**config.mk**
```make
export PLATFORM = sky130hd
export DESIGN_NAME = traceback_index_gen
export DESIGN_NICKNAME = d
export VERILOG_FILES = /design/src/rtl/nw_pkg.sv /design/src/rtl/tb_move_decode.sv /design/src/rtl/traceback_index_gen.sv
export SDC_FILE = /design/constraint.sdc
export NUM_CORES = 1
export LEC_CHECK = 0
export ABC_AREA = 1
export CORE_MARGIN = 5
export CORE_UTILIZATION = 40
export DETAILED_ROUTE_END_ITERATION = 10
export PLACE_DENSITY = 0.69
export SETUP_SLACK_MARGIN = 0.1
export SLEW_MARGIN = 20
export SYNTH_ARGS = -nofsm -noshare
export SYNTH_HDL_FRONTEND = slang
export SYNTH_HIERARCHICAL = 1
export SYNTH_SLANG_ARGS = --single-unit
```
**constraint.sdc**
```tcl
create_clock -name clk -period 1.9 [get_ports clk]
set_clock_uncertainty 0.15 [all_clocks]
set_input_delay 0.57 -clock clk [delete_from_list [all_inputs] [get_ports clk]]
set_output_delay 0.57 -clock clk [all_outputs]
set_load 0.01 [all_outputs]
```
**src/rtl/nw_pkg.sv**
```systemverilog
// Shared definitions for the Needleman-Wunsch core: direction codes used by
// both the fill-stage direction writer and the traceback walker, plus the
// traceback state encoding.
package nw_pkg;

  // Direction-matrix codes.
  localparam logic [1:0] DIR_DIAG = 2'b00;
  localparam logic [1:0] DIR_UP   = 2'b01;
  localparam logic [1:0] DIR_LEFT = 2'b10;
  localparam logic [1:0] DIR_NONE = 2'b11;

  // Traceback walker states.
  typedef enum logic [1:0] {
    ST_IDLE = 2'd0,
    ST_READ = 2'd1,
    ST_STEP = 2'd2,
    ST_FIN  = 2'd3
  } tb_state_e;

endpackage

```
**src/rtl/tb_move_decode.sv**
```systemverilog
// Boundary-forcing move decode. On the left edge (column 0) only an up move
// is possible. On the top edge (row 0) only a left move is possible.
// Otherwise the direction-matrix code passes through unchanged. The output
// writer reuses this block.
module tb_move_decode
  import nw_pkg::*;
#(
  parameter int W = 8
) (
  input  logic [W-1:0] i_row,
  input  logic [W-1:0] i_col,
  input  logic [1:0]   i_dir,
  output logic [1:0]   o_move
);

  // Column 0 takes priority, so the origin itself decodes as up.
  // The walker never decodes at the origin.
  always_comb begin
    // NOTE: assign a default first so every path drives o_move and no latch is inferred.
    o_move = i_dir;
    if (i_col == '0) begin
      o_move = DIR_UP;
    end else if (i_row == '0) begin
      o_move = DIR_LEFT;
    end
  end

endmodule

```
**src/rtl/traceback_index_gen.sv**
```systemverilog
// Traceback address walker. After the matrix fill, it walks (i_t, j_t) from
// (N,N) to (0,0). Each move reads the direction matrix once and takes two
// cycles (READ presents the address, STEP consumes the data). The walker
// emits one committed move per step.
module traceback_index_gen
  import nw_pkg::*;
#(
  parameter int N       = 128,
  parameter int BitAddr = $clog2(N + 1)
) (
  input  logic               clk,
  input  logic               rst,
  input  logic               start,
  input  logic [1:0]         dir_in,
  output logic [BitAddr:0]   i_t,
  output logic [BitAddr:0]   j_t,
  output logic               en_traceB,
  output logic               dir_rd,
  output logic               step_valid,
  output logic [1:0]         move,
  output logic [BitAddr+1:0] step_cnt,
  output logic               done,
  output logic               err
);

  localparam int              IdxW  = BitAddr + 1;
  localparam int              CntW  = BitAddr + 2;
  localparam logic [IdxW-1:0] IdxN  = IdxW'(N);
  localparam logic [IdxW-1:0] IdxOne = IdxW'(1);
  localparam logic [CntW-1:0] CntOne = CntW'(1);

  tb_state_e       r_state;
  logic [IdxW-1:0] r_i;
  logic [IdxW-1:0] r_j;
  logic [CntW-1:0] r_cnt;
  logic            r_en;
  logic            r_rd;
  logic            r_done;
  logic            r_err;

  logic [1:0]      w_move;
  logic            w_at_origin;
  logic            w_dec_i;
  logic            w_dec_j;
  logic [IdxW-1:0] w_i_nxt;
  logic [IdxW-1:0] w_j_nxt;
  logic            w_nxt_origin;

  tb_move_decode #(.W(IdxW)) u_move_decode (
    .i_row  (r_i),
    .i_col  (r_j),
    .i_dir  (dir_in),
    .o_move (w_move)
  );

  assign w_at_origin  = (r_i == '0) && (r_j == '0);
  assign w_dec_i      = (w_move == DIR_DIAG) || (w_move == DIR_UP);
  assign w_dec_j      = (w_move == DIR_DIAG) || (w_move == DIR_LEFT);
  assign w_i_nxt      = w_dec_i ? (r_i - IdxOne) : r_i;
  assign w_j_nxt      = w_dec_j ? (r_j - IdxOne) : r_j;
  assign w_nxt_origin = (w_i_nxt == '0) && (w_j_nxt == '0);

  // Walker FSM with registered strobes and index/counter state.
  always_ff @(posedge clk or negedge rst) begin
    if (!rst) begin
      r_state <= ST_IDLE;
      r_i     <= '0;
      r_j     <= '0;
      r_cnt   <= '0;
      r_en    <= 1'b0;
      r_rd    <= 1'b0;
      r_done  <= 1'b0;
      r_err   <= 1'b0;
    end else begin
      // NOTE: non-blocking assignments so every flop samples pre-edge values.
      r_done <= 1'b0;
      case (r_state)
        ST_IDLE: begin
          if (start) begin
            r_i     <= IdxN;
            r_j     <= IdxN;
            r_cnt   <= '0;
            r_err   <= 1'b0;
            r_en    <= 1'b1;
            r_rd    <= 1'b1;
            r_state <= ST_READ;
          end
        end
        ST_READ: begin
          r_rd <= 1'b0;
          if (w_at_origin) begin
            r_en    <= 1'b0;
            r_done  <= 1'b1;
            r_state <= ST_FIN;
          end else begin
            r_state <= ST_STEP;
          end
        end
        ST_STEP: begin
          if (w_move == DIR_NONE) begin
            r_err   <= 1'b1;
            r_en    <= 1'b0;
            r_done  <= 1'b1;
            r_state <= ST_FIN;
          end else begin
            r_i     <= w_i_nxt;
            r_j     <= w_j_nxt;
            r_cnt   <= r_cnt + CntOne;
            r_rd    <= !w_nxt_origin;
            r_state <= ST_READ;
          end
        end
        ST_FIN: begin
          r_state <= ST_IDLE;
        end
        default: r_state <= ST_IDLE;
      endcase
    end
  end

  // The commit strobe and move depend on this cycle's read data, so they
  // are decoded from the STEP state rather than registered.
  assign step_valid = (r_state == ST_STEP) && (w_move != DIR_NONE);
  assign move       = (r_state == ST_STEP) ? w_move : DIR_DIAG;

  assign i_t       = r_i;
  assign j_t       = r_j;
  assign step_cnt  = r_cnt;
  assign en_traceB = r_en;
  assign dir_rd    = r_rd;
  assign done      = r_done;
  assign err       = r_err;

endmodule
```
Yosys cells after proc, flatten, opt, wreduce, memory -nomap -nowiden
Cells that the tools add are included.
{ "word_totals": {"reg_bits": 34, "latchBits": 0, "ram_bits": 0, "mem_bits_ro": 0, "out_inout_bits": 35, "word_cells": 69, "memories": 0} }
{ "classes": {"n_addsub": 3, "multipliers": 0, "n_div": 0, "order_cmp": 0, "n_eq_ne": 11, "shifts": 0, "mux": 29, "n_bitwise": 0, "n_reduce_logical": 18} }
{ "ops": {"columns": ["operator", "n"], "rows": [
  ["$mux 9", 5],
  ["$logic_not 9->1", 4],
  ["$pmux 9 s2", 2],
  ["$mux 10", 2],
  ["$pmux 10 s2", 1],
  ["$sub 9x1->9 const B", 2],
  ["$add 10x1->10 const B", 1],
  ["$mux 2", 5],
  ["$ne 2x2->1 const B", 5],
  ["$mux 1", 9],
  ["$reduce_and 3->1", 3],
  ["$eq 2x2->1 const B", 4],
  ["$pmux 2 s4", 1],
  ["$pmux 1 s3", 2],
  ["$eq 2x1->1 const B", 2],
  ["$logic_not 2->1", 2],
  ["$pmux 1 s2", 2],
  ["$reduce_and 4->1", 1],
  ["$logic_and 1x1->1", 3],
  ["$reduce_bool 3->1", 1],
  ["$logic_or 1x1->1", 2],
  ["$reduce_bool 2->1", 1],
  ["$logic_not 1->1", 1]
]} }

Logic depth before layout (Yosys ltp)
Gate-level depths: netlist of the first run.
{ "depth": {"word_depth": 11, "depth_mapped": 16} }

Modules after synthesis
The synthesis of the first run kept the hierarchy.
{ "by_module_without_submodules": {"columns": ["module", "n_inst", "cells_each", "area_each_um2"], "rows": [
  ["traceback_index_gen", 1, 291, 2129.5],
  ["tb_move_decode", 1, 21, 87.6]
]} }

Worst setup path before layout of the first run
No wires, ideal clock.
{ "synth_path": {"kind": "reg2reg", "startpoint": "register r_i[3] (netlist: i_t[3])", "endpoint": "register r_cnt[6] (netlist: step_cnt[6])", "setup_ns": 0.125, "arrival_ns": 1.826, "t_required_ns": 1.625, "slack_ns": -0.200, "path_stages_with_launch": 15, "n_path_buf": 0, "synth_period_minus_slack_ns": 2.100, "path_cell_list": "dfrtp_1 nor2_1 nand3_1 o21ai_0 nand2_1 nand2_1 inv_1 nand2_1 nand2_4 inv_4 nand2_2 nor2_4 nand3_2 nor3_1 nor3_2"} }
{ "synth_via": {"elab_chain_cells": 6} }
{ "synth_lines": {"columns": ["item", "line_no", "rtl"], "rows": [
  ["start: declaration", "traceback_index_gen.sv:33", "logic [IdxW-1:0] r_i;"],
  ["start signal: assignment", "traceback_index_gen.sv:80", "r_i <= IdxN;"],
  ["start signal: assignment", "traceback_index_gen.sv:106", "r_i <= w_i_nxt;"],
  ["$logic_not 9->1", "tb_move_decode.sv:23", "end else if (i_row == '0) begin"],
  ["$mux 2", "tb_move_decode.sv:23", null],
  ["$mux 2", "tb_move_decode.sv:21", "if (i_col == '0) begin"],
  ["named net w_move[0]", "traceback_index_gen.sv:41", "logic [1:0] w_move;"],
  ["$eq 2x2->1", "traceback_index_gen.sv:100", "if (w_move == DIR_NONE) begin"],
  ["$ne 2x2->1 (no line)", null, null],
  ["$reduce_and 3->1 (no line)", null, null],
  ["end signal: assignment", "traceback_index_gen.sv:108", "r_cnt <= r_cnt + CntOne;"],
  ["end: declaration", "traceback_index_gen.sv:35", "logic [CntW-1:0] r_cnt;"]
]} }
The timed path passes the listed nets, and every way through them passes these cells.
A chain may end at the register's enable or synchronous reset.

Worst setup path in the final report of the first run
{ "layout_path": {"startpoint": "register r_j[1] (netlist: j_t[1])", "endpoint": "output step_valid"} }
{ "layout_via": {"elab_chain_cells": 4} }
{ "layout_lines": {"columns": ["item", "line_no", "rtl"], "rows": [
  ["start: declaration", "traceback_index_gen.sv:34", "logic [IdxW-1:0] r_j;"],
  ["start signal: assignment", "traceback_index_gen.sv:81", "r_j <= IdxN;"],
  ["start signal: assignment", "traceback_index_gen.sv:107", "r_j <= w_j_nxt;"],
  ["$logic_not 9->1", "tb_move_decode.sv:21", null],
  ["$mux 2", "tb_move_decode.sv:21", null],
  ["named net w_move[1]", "traceback_index_gen.sv:41", null],
  ["$ne 2x2->1", "traceback_index_gen.sv:123", "assign step_valid = (r_state == ST_STEP) && (w_move != DIR_NONE);"],
  ["$logic_and 1x1->1", "traceback_index_gen.sv:123", null],
  ["end: declaration", "traceback_index_gen.sv:19", "output logic step_valid,"]
]} }
The timed path passes the listed nets, and every way through them passes these cells.

==> results.json, run 1 <==
{
  "die_area_mm2": 0.007132,
  "drc_errors": 0,
  "layout_setup_ws_ns": -0.5155,
  "crit_arrival_ns": 1.70,
  "grt_max_degree": 35,
  "tritoncts": "done",
  "synth_edf_count": 0,
  "syn2layout_area_growth_pct": 75.96,
  "critPathMaxFanout": 2,
  "vias": 2558,
  "ant_nets": 0,
  "slew_violations": 0,
  "avgSynthCellArea_um2": 7.106,
  "synth_ff_type": "dfrtp_1",
  "synth_cell_types": 32,
  "synth-seq-cells": 34,
  "synthArstFlopShare_pct": 100.0,
  "insertedDiodeCount": 0,
  "end_kind": "output pin",
  "path_clk_slew_ns": 0.08,
  "synth_area_leader_cell": "dfrtp_1",
  "clock_latency_ns": 0.30,
  "rsz0062_at_grt": "true",
  "worstMarginPinSlew_ns": 0.3942,
  "p_per_area_mw_per_mm2": 1789,
  "grt.overflow.total": 0,
  "htreeDepth": 2,
  "fin_crit_sh_pct": 127.1,
  "initial_utilization_pct": 40.76,
  "synth_top_area_share_pct": 38.37,
  "rows": 27,
  "fp.dieW_um": 84.45,
  "syn_nets": 326,
  "crit_required_ns": 1.18,
  "relSlewSlack_pct": 73.48,
  "numCtsBuffers": 5,
  "yosys_warnings": 6,
  "drive_gt1_share_pct": 47.51,
  "worstSetupPathType": "reg -> out",
  "fin_util_pct": 71.73,
  "yosysSeqAreaShare_pct": 38.37,
  "fin_crit_ns": 2.416,
  "firstDrtPassIters": 4,
  "ios": 40,
  "drv_cap": 0,
  "first_iter_violations": 164,
  "fin_area_mm2": 0.003901,
  "peakVddDrop_mv": 1.004,
  "ctsHoldBuffers": 0,
  "min_path_type": "reg -> reg",
  "yosys-top-cells-count": "nand2_1 (74), inv_1 (47), nor2_1 (44)",
  "place_hpwl_um": 4621,
  "track_usage_pct": 21.05,
  "violations": "setup timing",
  "p_leak_nw": 1.951,
  "synth_most_common_cell": "nand2_1",
  "netlist_area_mm2": 0.002217,
  "status": "finished, violations left",
  "grt_pass1_vias": 2578,
  "place_area_mm2": 0.003198,
  "synthTopCellsByArea": "dfrtp_1 (38%), nand2_1 (13%), inv_1 (8.0%)",
  "synth_cells": 312,
  "numClockSinks": 34,
  "clockRootBuffer": "clkbuf_8",
  "wirelength_um": 7449,
  "viasPerCell": 4.977,
  "final-setup-viol-count": 36,
  "fmax_ghz": 0.4140,
  "worstSetupStartpointType": "register",
  "tns_ns": -9.686,
  "gp_congestion": 0.8340,
  "grt_antenna_before_repair": 0,
  "cts_max_path_buffers": 2,
  "io_buffers": 39,
  "grt_first_pass_wirelength_um": 12090,
  "num-nets-final": 455,
  "core_area_mm2": 0.005439,
  "hold_viol_final": 0,
  "die_h_um": 84.45,
  "drt-wirelength-per-cell_um": 14.49
}
==> area by class of cell <==
type                       count  area [µm²]
timing repair inverter         1       6.256
tap                           72       90.09
inverter                      49       206.4
multi-input combinational    225        1525
clock buffer                   6       82.58
fill                         386        1538
clock inverter                 2       60.06
timing repair buffer         125        1076
sequential                    34       854.6
==> cells by family (layout without fill, tap and decap cells) <==
group / after synthesis / in the layout / synth area share [%]
flops: 34 / 34 / 38.37
fa+ha+maj: 9 / 9 / 5.079
buf+inv: 53 / 183 / 9.368
simple gates: 167 / 167 / 34.31
compound gates: 45 / 45 / 11.29
xor+xnor: 4 / 4 / 1.580
==> layout by cell type (no fill, tap or decap), drive strengths merged <==
cell type      netlist  final
nand3               20     20
dlygate4sd2          0     15
nand4                7      7
inv                 49     49
a21oi                5      5
buf                  3     97
ha                   9      9
clkdlybuf4s15        0      1
bufinv               0      2
xor2                 4      4
nor4                 2      2
clkdlybuf4s50        0      3
clkbuf               1     15
nor2                53     53
dfrtp               34     34
or2                  1      1
nand2               76     76
o21bai               1      1
o31ai                2      2
o21a                 1      1
o21ai               28     28
o22ai                7      7
clkinv               0      1
nor3                 8      8
a21boi               1      1
==> critical path, stage by stage, from the launching register on <==
cell and delay, ns:
dfrtp_1 0.39, nor2_2 0.16, nand3_2 0.11, nor2_4 0.13
nor2_4 0.06, buf_6 0.11, buf_4 0.14, a21oi_4 0.16
buf_6 0.13
==> what timing repair did <==
item | CTS | global route
cloned | 2 | 0
pin swaps | 23 | 25
buffers inserted | 12 | 17
endpoints found under the setup margin | 69 | 52
resized for setup | 155 | 68
==> metal layers <==
metal	wire (µm)	up-vias	global-route usage [%]
li1	-	1257	-
met1	3153	1209	26.06
met2	3802	77	36.80
met3	373	15	4.416
met4	119	0	6.331
met5	0	-	0
==> path summary, 6_finish.rpt <==
kind                            startpoint  cells past startpoint          end  slack (ns)
worst max-delay path                j_t[1]                      8   step_valid       -0.52
worst min-delay path                   err                      2          err        0.34
worst max register to register      i_t[4]                     15       dir_rd       -0.49
worst min register to register         err                      2          err        0.34
max in group asynchronous              rst                      2       i_t[0]        0.91
min in group asynchronous              rst                      2  step_cnt[6]        0.50
==> flip-flops by register name, summed over array words and instances (netlist names) <==
signal / flops
done: 1
err: 1
j_t: 9
step_cnt: 10
dir_rd: 1
en_traceB: 1
i_t: 9
r_state: 2
==> power breakdown <==
group | internal (W) | switching, W
logic | 0.00234 | 0.00269
registers | 0.000948 | 0.000140
clock network | 0.000560 | 0.000297
total | 0.00385 | 0.00313
==> metrics by stage <==
| stage | hold slack (ns) | std cells | power [W] | setup slack [ns] |
|---|---|---|---|---|
| floorplan | 0.1244 | 312 | 0.002950 | -0.05176 |
| global placement | 0.3454 | 480 | 0.004689 | -0.8228 |
| detailed placement | 0.3283 | 480 | 0.004732 | -0.8083 |
| CTS | 0.3677 | 502 | 0.006342 | -0.4253 |
| global route | 0.3779 | 514 | 0.007476 | -0.6549 |
| finish | 0.3423 | 514 | 0.006980 | -0.5155 |
Note: power is estimated with default switching activity, not from simulation.
==> run 2: changes to the inputs <==
- CELL_PAD_IN_SITES_DETAIL_PLACEMENT: not set -> 2
- CELL_PAD_IN_SITES_GLOBAL_PLACEMENT: not set -> 2
- CORE_UTILIZATION: 40 -> 26
- PLACE_DENSITY: 0.69 -> 0.78
- SETUP_SLACK_MARGIN: 0.1 -> not set
==> run 2 against run 1 <==
Effect of this change:
- the flow still finishes with violations (setup timing)
- highest routed layer unchanged
- combinational power up 27%
- setup slack lost 0.38 ns
- maximum frequency shrank 14%
- non-clock buffer count rose by 18
- critical path type is now reg -> reg
==> results.json, run 2 (synthesis results as in run 1) <==
{
  "multi_input_comb_area_mm2": 0.001634,
  "drt-wirelength-per-cell_um": 26.88,
  "grt_first_pass_wirelength_um": 18860,
  "critPathMaxFanout": 5,
  "grt_max_degree": 35,
  "grt.overflow.total": 0,
  "fp.dieW_um": 102.3,
  "fin_area_mm2": 0.004233,
  "initial_utilization_pct": 26.85,
  "clockRootBuffer": "clkbuf_8",
  "cts_max_path_buffers": 2,
  "die_area_mm2": 0.01047,
  "crit_required_ns": 1.95,
  "num-nets-final": 472,
  "seqCellArea_um2": 854.6,
  "ios": 40,
  "wirelength_um": 15160,
  "violations": "setup timing",
  "syn2layout_area_growth_pct": 90.91,
  "grt_antenna_before_repair": 0,
  "regToRegSetupSlack_ns": -0.90,
  "p_switching_w": 0.004208,
  "internal-power_w": 0.004185,
  "report.power.total_w": 0.008393,
  "track_usage_pct": 24.25,
  "tns_ns": -19.93,
  "crit_arrival_ns": 2.85,
  "cp_top_family": "simple AND/OR/NAND/NOR gates",
  "final-setup-viol-count": 37,
  "p_comb_share_pct": 76.0,
  "p_per_area_mw_per_mm2": 1983,
  "largest_reg_flops": 10,
  "p_clk_share_pct": 10.5,
  "end_kind": "register",
  "fin_crit_ns": 2.800,
  "tritoncts": "done",
  "final_cell_mix": "buf_4 (80), nand2_1 (47), inv_1 (39)",
  "ctsHoldBuffers": 0,
  "drc_errors": 0,
  "fmax_ghz": 0.3572,
  "core_area_mm2": 0.008258,
  "drive_gt1_share_pct": 52.07,
  "io_buffers": 39,
  "clock_latency_ns": 0.32,
  "path_clk_slew_ns": 0.10,
  "peakVddDrop_mv": 1.013,
  "relSlewSlack_pct": 65.21,
  "numCtsBuffers": 5,
  "vias": 3002,
  "drv_cap": 0,
  "viasPerCell": 5.323,
  "layout_setup_ws_ns": -0.8998,
  "worstSetupStartpointType": "register",
  "p_leak_nw": 2.067,
  "rows": 33,
  "cp_slowest_cell": "dfrtp_1",
  "insertedDiodeCount": 0,
  "hold_viol_final": 0,
  "fin_util_pct": 51.26,
  "min_path_type": "reg -> reg",
  "gp_congestion": 0.7846,
  "worstSetupPathType": "reg -> reg",
  "first_iter_violations": 104,
  "firstDrtPassIters": 4,
  "die_h_um": 102.3,
  "grt_pass1_vias": 3210,
  "seqPwrFrac_pct": 13.5,
  "sw_frac_of_total_pct": 50.14,
  "num-fill-cells": 886,
  "critical_path.cell_chain": "nor2_2 > nand3_4 > nor2_4 > buf_4 > inv_2 > nand2_4 > buf_6 > inv_4 > nand2_1 > xor2_1 > nand3_2 > nor2_2 > nand3_1 > o21bai_2 > nand2_1",
  "status": "finished, violations left",
  "place_area_mm2": 0.003224,
  "ant_nets": 0,
  "htreeDepth": 2,
  "numClockSinks": 34,
  "fin_crit_sh_pct": 147.4,
  "rsz0062_at_grt": "true",
  "cp_num_buf_inv": 4,
  "mostFrequentLayoutCell": "buf_4",
  "place_hpwl_um": 6961,
  "worstMarginPinSlew_ns": 0.5171,
  "slew_violations": 0,
  "max_stage_delay_ns": 0.41
}
## run 2: final timing paths
path / from / to / depth (start not counted)
worst max-delay path: j_t[6] / dir_rd / 15
worst min-delay path: err / err / 2
worst max register to register: j_t[6] / dir_rd / 15
worst min register to register: err / err / 2
max in group asynchronous: rst / i_t[0] / 2
min in group asynchronous: rst / step_cnt[2] / 2
## run 2: final cells by class
class	count	area share (%)
inverter	49	5.173
tap	105	3.104
clock buffer	5	1.626
timing repair buffer	143	29.68
multi-input combinational	225	38.60
clock inverter	3	1.626
sequential	34	20.19
## run 2: worst register-to-register path, stage by stage (launching register included)
cell,delay (ns)
dfrtp_1,0.41
nor2_2,0.21
nand3_4,0.13
nor2_4,0.16
buf_4,0.14
inv_2,0.04
nand2_4,0.06
buf_6,0.14
inv_4,0.06
nand2_1,0.07
xor2_1,0.34
nand3_2,0.16
nor2_2,0.15
nand3_1,0.11
o21bai_2,0.22
nand2_1,0.13
## run 2: what timing repair did
| action | CTS | global route |
|---|---|---|
| gates resized for setup | 136 | 99 |
| cloned | 1 | 0 |
| pin swaps | 27 | 32 |
| buffers inserted | 21 | 22 |
| endpoints found under the setup margin | 68 | 44 |
## run 2: stage by stage
step                      hold slack, ns  worst slack [ns]  std cells
after floorplan                   0.1244          -0.05367        312
after global placement            0.3269           -0.8092        515
after detailed placement          0.3290           -0.8740        515
after CTS                         0.3656           -0.6016        544
after global routing              0.4139           -0.9461        564
final                             0.3828           -0.8998        564
## run 2: routing by layer
| layer | part of all wire, % | GRT usage [%] | wire length (µm) |
|---|---|---|---|
| met2 | 52 | 45.73 | 7859 |
| met4 | 5.3 | 10.29 | 797 |
| met3 | 3.4 | 3.618 | 523 |
| met5 | 0 | 0 | 0 |
| met1 | 39 | 26.80 | 5982 |
## run 2: power by group through the flow
stage | clock network (W) | registers, W | logic, W
2_1_floorplan | 0 | 0.00126 | 0.00168
3_3_place_gp | 0 | 0.00108 | 0.00371
3_5_place_dp | 0 | 0.00109 | 0.00391
4_1_cts | 0.000861 | 0.00108 | 0.00498
5_1_grt | 0.000908 | 0.00115 | 0.00669
6_report | 0.000881 | 0.00114 | 0.00638
